==> config.mk <==
export PLATFORM = sky130hd
export DESIGN_NAME = alu_addsub_mc
export DESIGN_NICKNAME = d
export VERILOG_FILES = /design/src/rtl/alu_pkg.sv /design/src/rtl/alu_chunk_adder.sv /design/src/rtl/alu_addsub_mc.sv
export SDC_FILE = /design/constraint.sdc
export NUM_CORES = 1
export LEC_CHECK = 0
export BUFFER_PORTS_ARGS = -buffer_cell sky130_fd_sc_hd__clkbuf_2
export CELL_PAD_IN_SITES_DETAIL_PLACEMENT = 1
export CELL_PAD_IN_SITES_GLOBAL_PLACEMENT = 2
export CORE_UTILIZATION = 38
export CTS_BUF_LIST = sky130_fd_sc_hd__clkbuf_4 sky130_fd_sc_hd__clkbuf_8
export CTS_CLUSTER_DIAMETER = 30
export DETAILED_ROUTE_END_ITERATION = 16
export GPL_ROUTABILITY_DRIVEN = 0
export PLACE_DENSITY_LB_ADDON = 0.1
export SYNTH_ARGS = -nofsm -noshare
export SYNTH_HDL_FRONTEND = slang
export SYNTH_SLANG_ARGS = --single-unit
==> constraint.sdc <==
create_clock -name clk -period 7.6 [get_ports clk]
set_input_delay 0.76 -clock clk [delete_from_list [all_inputs] [get_ports clk]]
set_output_delay 0.76 -clock clk [all_outputs]
set_load 0.05 [all_outputs]
==> src/rtl/alu_pkg.sv <==
// alu_pkg: shared ALU mode encodings and add/sub FSM state type
package alu_pkg;
  localparam logic [1:0] MODE_ADD = 2'b00;
  localparam logic [1:0] MODE_SUB = 2'b01;
  localparam logic [1:0] MODE_ADC = 2'b10;
  localparam logic [1:0] MODE_SBC = 2'b11;
  typedef enum logic [1:0] {
    ADD = MODE_ADD,
    SUB = MODE_SUB,
    ADC = MODE_ADC,
    SBC = MODE_SBC
  } alu_mode_e;
  typedef enum logic [1:0] {IDLE, CALC, DONE} addsub_state_e;
endpackage

==> src/rtl/alu_chunk_adder.sv <==
// alu_chunk_adder: combinational CHUNK-bit full adder slice with carry into its MSB
module alu_chunk_adder #(
  parameter int CHUNK = 8
) (
  input  logic [CHUNK-1:0] a,
  input  logic [CHUNK-1:0] b,
  input  logic             cin,
  output logic [CHUNK-1:0] sum,
  output logic             cout,
  output logic             cmsb
);
  assign {cout, sum} = {1'b0, a} + {1'b0, b} + {{CHUNK{1'b0}}, cin};
  // carry into the MSB recovered from the MSB sum bit, valid for any CHUNK >= 1
  assign cmsb = sum[CHUNK-1] ^ a[CHUNK-1] ^ b[CHUNK-1];
endmodule

==> src/rtl/alu_addsub_mc.sv <==
// alu_addsub_mc: multi-cycle chunked add/sub with carry, saturation and NZCV flags
module alu_addsub_mc
  import alu_pkg::*;
#(
  parameter int WIDTH = 32,
  parameter int CHUNK = 8
) (
  input  logic             clk,
  input  logic             rst,
  input  logic             in_valid,
  output logic             in_ready,
  input  logic [WIDTH-1:0] operand1,
  input  logic [WIDTH-1:0] operand2,
  input  logic [1:0]       mode,
  input  logic             carry_in,
  input  logic             sat_en,
  output logic             out_valid,
  input  logic             out_ready,
  output logic [WIDTH-1:0] dout,
  output logic             carry,
  output logic             ovf,
  output logic             zero,
  output logic             neg,
  output logic             busy
);
  localparam int NCHUNK = WIDTH / CHUNK;
  localparam int IW = NCHUNK > 1 ? $clog2(NCHUNK) : 1;
  addsub_state_e state_q;
  alu_mode_e m;
  logic [WIDTH-1:0] a_q, b_q, dout_q, res_d, fin_d;
  logic [IW-1:0] idx_q;
  logic rc_q, sat_q, sgn_q, c_q, v_q, z_q, n_q;
  logic [CHUNK-1:0] sum;
  logic cout, cmsb, last;
  assign m = alu_mode_e'(mode);
  assign last = idx_q == IW'(NCHUNK - 1);
  alu_chunk_adder #(.CHUNK(CHUNK)) u_add (
    .a(a_q[CHUNK-1:0]), .b(b_q[CHUNK-1:0]), .cin(rc_q),
    .sum(sum), .cout(cout), .cmsb(cmsb)
  );
  always_comb begin
    res_d = dout_q;
    res_d[idx_q*CHUNK +: CHUNK] = sum;
    fin_d = (sat_q && (cmsb ^ cout)) ? {sgn_q, {(WIDTH-1){~sgn_q}}} : res_d;
  end
  always_ff @(posedge clk or posedge rst) begin
    if (rst) begin
      state_q <= IDLE;
      a_q     <= '0;
      b_q     <= '0;
      dout_q  <= '0;
      idx_q   <= '0;
      rc_q    <= 1'b0;
      sat_q   <= 1'b0;
      sgn_q   <= 1'b0;
      c_q     <= 1'b0;
      v_q     <= 1'b0;
      z_q     <= 1'b0;
      n_q     <= 1'b0;
    end else begin
      case (state_q)
        IDLE: if (in_valid) begin
          a_q     <= operand1;
          b_q     <= (m == SUB || m == SBC) ? ~operand2 : operand2;
          rc_q    <= (m == ADD) ? 1'b0 : (m == SUB) ? 1'b1 : carry_in;
          sat_q   <= sat_en;
          sgn_q   <= operand1[WIDTH-1];
          idx_q   <= '0;
          state_q <= CALC;
        end
        CALC: begin
          a_q    <= a_q >> CHUNK;
          b_q    <= b_q >> CHUNK;
          rc_q   <= cout;
          idx_q  <= idx_q + 1'b1;
          dout_q <= last ? fin_d : res_d;
          if (last) begin
            c_q     <= cout;
            v_q     <= cmsb ^ cout;
            z_q     <= fin_d == '0;
            n_q     <= fin_d[WIDTH-1];
            state_q <= DONE;
          end
        end
        DONE: if (out_ready) state_q <= IDLE;
        default: state_q <= IDLE;
      endcase
    end
  end
  assign in_ready  = state_q == IDLE;
  assign busy      = state_q == CALC;
  assign out_valid = state_q == DONE;
  assign dout      = dout_q;
  assign carry     = c_q;
  assign ovf       = v_q;
  assign zero      = z_q;
  assign neg       = n_q;
endmodule
-- Yosys cells after proc, flatten, opt, wreduce, memory -nomap -nowiden
Cells that the tools add are included.
- latch bits: 0
- memories: 0
- register bits after elaboration: 107
- bits in writable memories: 0
- ROM bits: 0
- output and inout bits: 39
- mux-type cells: 18
- $lt $le $gt $ge: 0
- add/subtract/negate cells: 4
- shift operators: 2
- eq/ne operators: 8
- reductions and logical operators: 10
- divide/modulo/power cells: 0
- multipliers: 0
- bitwise gates (word level): 5
- operator list (operator ; count):
    $mux W32 ; 5
    $pmux W32 S2 ; 2
    $neg A5 Y34 ; 1
    $shift A8 B34 Y32 const A ; 1
    $shiftx A8 B34 Y32 ; 1
    $bwmux W32 ; 1
    $logic_not A32 Y1 ; 1
    $not A32 Y32 ; 1
    $add A8 B8 Y9 ; 1
    $add A9 B1 Y9 ; 1
    $mux W2 ; 4
    $eq A2 B2 Y1 const B ; 3
    $pmux W2 S3 ; 1
    $reduce_and A2 Y1 ; 3
    $eq A2 B1 Y1 const B ; 2
    $logic_not A2 Y1 ; 2
    $ne A2 B1 Y1 const B ; 2
    $pmux W2 S2 ; 1
    $mux W1 ; 3
    $reduce_and A3 Y1 ; 1
    $xor A1 B1 Y1 ; 3
    $add A2 B1 Y2 const B ; 1
    $ne A2 B2 Y1 const B ; 1
    $pmux W1 S2 ; 1
    other kinds (4) ; 4

-- Depth between registers and ports, before layout
- depth after elaboration: 8
- gate-level depth with buffers: 11

-- Cells and area by module
Synthesis repeated with hierarchy kept, for this count alone.
- cell total of the unflattened synthesis: 615
- area total of the unflattened synthesis: 5765.5 µm²
- by module, submodules not included (module ; times used ; cells each ; seq. area each (µm²) ; area an instance (µm²)):
    alu_addsub_mc ; 1 ; 571 ; 2677.6 ; 5388.9
    alu_chunk_adder ; 1 ; 44 ; 0.0 ; 376.6

-- Worst setup path after synthesis
Ideal clock, no wire load.
- path kind: register to register
- from: register a_q[0]
- to: register dout_q[14], in the netlist dout[14]
- slack: 4509 ps
- stages on the path, launching flop included: 10
- data required time: 7484 ps
- arrival time: 2976 ps
- library setup time: 116 ps
- clock period less this slack: 3091 ps
- cell sequence: dfrtp_1 fa_1 fa_1 a211o_1 nand3_1 and2_1 xor3_2 or4_1 buf_2 o311ai_0
- cells in the longest elaborated chain, start to end: 8
- elaborated cells between the ends (all ways): 10
- classes of those cells: add/sub (2); shift (1); mux (3); bitwise (3); reduce/logical (1)
- ends and longest elaborated chain (item ; line ; RTL):
    start: declaration ; alu_addsub_mc.sv:30 ; logic [WIDTH-1:0] a_q, b_q, dout_q, res_d, fin_d;
    start signal: assignment ; alu_addsub_mc.sv:63 ; a_q <= operand1;
    start signal: assignment ; alu_addsub_mc.sv:72 ; a_q <= a_q >> CHUNK;
    $add A8 B8 Y9 (*) ; alu_chunk_adder.sv:12 ; assign {cout, sum} = {1'b0, a} + {1'b0, b} + {{CHUNK{1'b0}}, cin};
    $add A9 B1 Y9 (*) ; alu_chunk_adder.sv:12 ;
    parallel branches: the longest is 5 deep, another holds $shiftx A8 B34 Y32 ; -- ;
    $mux W32 (*) ; alu_addsub_mc.sv:76 ; dout_q <= last ? fin_d : res_d;
    end signal: assignment ; alu_addsub_mc.sv:76 ;
    end: declaration ; alu_addsub_mc.sv:30 ;
Mark *: on every way between the ends.
A chain may end at the register's enable or synchronous reset.

-- Worst setup path after layout
- from: register a_q[0]
- to: register dout_q[22], in the netlist dout[22]
Same word-level chain as after synthesis.

==> results by group <==
Status
  • Status: complete, no violations

Yosys
  • Post-synthesis sequential area ratio: 45.5%
  • Main synth FF type: dfrtp_1
  • Synth top area share: 45.5%
  • Mapped cell area: 5890 um^2
  • Mapped Nets: roughly 710
  • Synth Area in Compound Gates: 23.4%
  • Simple-Gate Fraction of Synth Area: 17.1%
  • Xor/xnor share of the synthesized area: 6.03%
  • Ys Warns: 0
  • Average size of a mapped cell: 9.43 um^2
  • Async set-reset flop share out of synthesis: 100%
  • Largest area contributor in the netlist: dfrtp_1
  • Number of synthesized flops with an enable pin: 0
  • Distinct cells, synth: 72
  • Adder-cell share of the synthesized area: around 3.4%
  • Post-Synthesis Cells: 625
  • Synth area leaders: dfrtp_1 (45%), nand2_1 (6.5%), xnor2_1 (5.2%)
  • Largest family of logic cells by synthesized area: compound AO/OA/AOI/OAI gates
  • #FFs+latches synth: 107
  • Mux cell area share after synthesis: 0.340%

STA
  • Period utilization: a little under half
  • Final setup fails: 0
  • Final min period: 3.60 ns
  • Final Hold Fails: 0
  • Slew HR: 20.9%
  • Unrepaired setup endpoints after global routing: false
  • Fmax: ~0.28 GHz
  • Slew of the pin with the lowest slew margin: 1.19 ns
  • TNS Setup: 0 ns
  • Worst Clk Skew: 0.0119 ns
  • Slew Limit Fails: 0

Clock network
  • Post-cts gate resize count: 0
  • Clock root buffer: clkbuf_8
  • Clock-pin slew on the worst setup and hold paths: 0.11 ns
  • Hold_buf cts: 0
  • Clk sinks: approximately 110
  • Post-CTS setup buffer count: 0
  • CTS max path bufs: 2
  • CTS H-tree lvls: 3
  • CTS tree: built
  • CTS buffer count: 9
  • Clock Latency Late Sink: 0.40 ns

Floorplan
  • DIE AREA: 16000 um^2
  • Site Rows: 45
  • I/O pin count: approximately 110
  • Die height: 127 um
  • Core Box Area: 15100 um^2
  • Initial core utilization: 38.9%
  • Die Wd: 127 um

Finish
  • Fillers: 1770
  • Antenna diode count: 0
  • Most frequent cells in the layout: clkbuf_2 (110), dfrtp_1 (107), nand2_1 (101)
  • Layout cells sized above 1: 21.2%
  • Final Core Density: ~44%
  • Syn-to-layout area delta: 14.4%
  • Commonest non-fill, non-tap cell in the layout: clkbuf_2
  • Final cell count without fillers: 897
  • Area of the multi-input gates: 2970 um^2
  • Register Area: 2680 um^2
  • Nets: 791

Worst setup path
  • Crit path kind: reg2reg
  • CP required: around 7.9 ns
  • Worst Path Arrival: 3.88 ns
  • Critical Path Sink Type: register
  • Critical path fanouts, max: 16
  • Setup crit start kind: register

Global routing
  • Pin count of the biggest net entering global routing: 88
  • GRT Util Overall: 23.6%
  • First-pass GRT wire length: 29300 um
  • Vias in the first global route: around 5400
  • Antenna violations before repair: 0
  • Grt ovf: 0

Flow run
  • Max Cap Viol: 0

Place
  • Port bufs: 110
  • DP HPWL: 12600 um
  • Placed cell count: 881

Min path
  • Worst hold path type: in2async

Detailed routing
  • Vias/cell: 5.79
  • DRC errors left: 0
  • Drt pass-1 iters: 4
  • Final WL: 17900 um
  • Avg WL per Cell: approximately 20 um
  • First DRT Iteration DRCs: 332
  • Detail Route Antenna Nets: 0
  • Via count: 5194
[state kept, by name (all words and copies together), names as in the netlist]
| name | flops |
|---|---|
| a_q | 32 |
| b_q | 32 |
| dout | 32 |
| idx_q | 2 |
| state_q | 2 |
| carry | 1 |
| neg | 1 |
| ovf | 1 |
| rc_q | 1 |
| sat_q | 1 |
| sgn_q | 1 |
| zero | 1 |
[per-stage QoR]
stage	hold slack, ns	instance area, um^2	setup slack, ns
floorplan	0.467	5890	4.02
global placement	0.485	6540	4.13
detailed placement	0.488	6540	4.04
CTS	0.437	6740	4.00
global route	0.482	6740	3.78
finish	0.426	6740	4.00
[final timing paths]
| path | from | endpoint | slack (ns) | depth (start not counted) |
|---|---|---|---|---|
| worst max-delay path | a_q[0]$_DFFE_PP0P_ | dout[22]$_DFFE_PP0P_ | 4.00 | 8 |
| worst min-delay path | rst | dout[8]$_DFFE_PP0P_ | 0.43 | 2 |
| worst max register to register | a_q[0]$_DFFE_PP0P_ | dout[22]$_DFFE_PP0P_ | 4.00 | 8 |
| worst min register to register | b_q[31]$_DFFE_PP0P_ | b_q[31]$_DFFE_PP0P_ | 0.51 | 2 |
| max in group asynchronous | rst | b_q[27]$_DFFE_PP0P_ | 5.94 | 3 |
| min in group clk | b_q[31]$_DFFE_PP0P_ | b_q[31]$_DFFE_PP0P_ | 0.51 | 2 |
[Yosys cell counts (3+ instances only)]
library cell and instances:
a211o_1 4, a21oi_1 15, a221o_1 30, a31oi_1 24, a32o_1 6, and2_1 3
and3_1 4, buf_1 5, buf_2 4, clkbuf_1 37, dfrtp_1 107, ha_1 13
inv_1 13, nand2_1 102, nand3_1 16, nand3b_1 3, nor2_1 62, nor2b_1 7
nor3_1 6, nor4_1 5, o2111ai_1 3, o211ai_1 7, o21ai_0 31, o221ai_1 5
o22ai_1 10, o311ai_0 7, o31ai_1 3, xnor2_1 35
[logic make-up (layout without fill, tap and decap cells)]
family                     after synthesis  count (layout)
and+or+nand+nor                        225             225
AOI/OAI and AO/OA                      177             177
DFF                                    107             107
buffers and inverters                   62             146
xor gates and xnor gates                37              37
adders and majority gates               15              15
muxes                                    2               2
[worst max-delay path: stages, from the launching register on]
cell and delay [ns]:
dfrtp_1 0.42, fa_1 0.48, fa_1 0.44, a211o_1 0.34
nand3_1 0.12, and2_1 0.22, xor3_2 0.62, or4_1 0.66
o311ai_0 0.18
[routing by layer]
metal / wire length, um / global-route usage (%) / vias to the layer above / part of all wire (%)
li1: - / - / 2442 / -
met1: 8320 / 32.2 / 2586 / 47
met2: 8440 / 38.3 / 150 / 47
met3: 765 / 2.83 / 16 / 4.3
met4: 334 / 9.57 / 0 / 1.9
met5: 0 / 0 / - / 0
[area by class of cell]
type	instances	share of cell area, %
Clock buffer	10	2.04
Clock inverter	6	0.947
Inverter	14	0.817
Multi-Input combinational cell	456	44.1
Sequential cell	107	39.7
Tap cell	188	3.49
Timing Repair Buffer	116	8.84
Power is left out: the tool's default activity adds up to more than one toggle a clock period on the data nets, which glitch-free logic cannot reach.
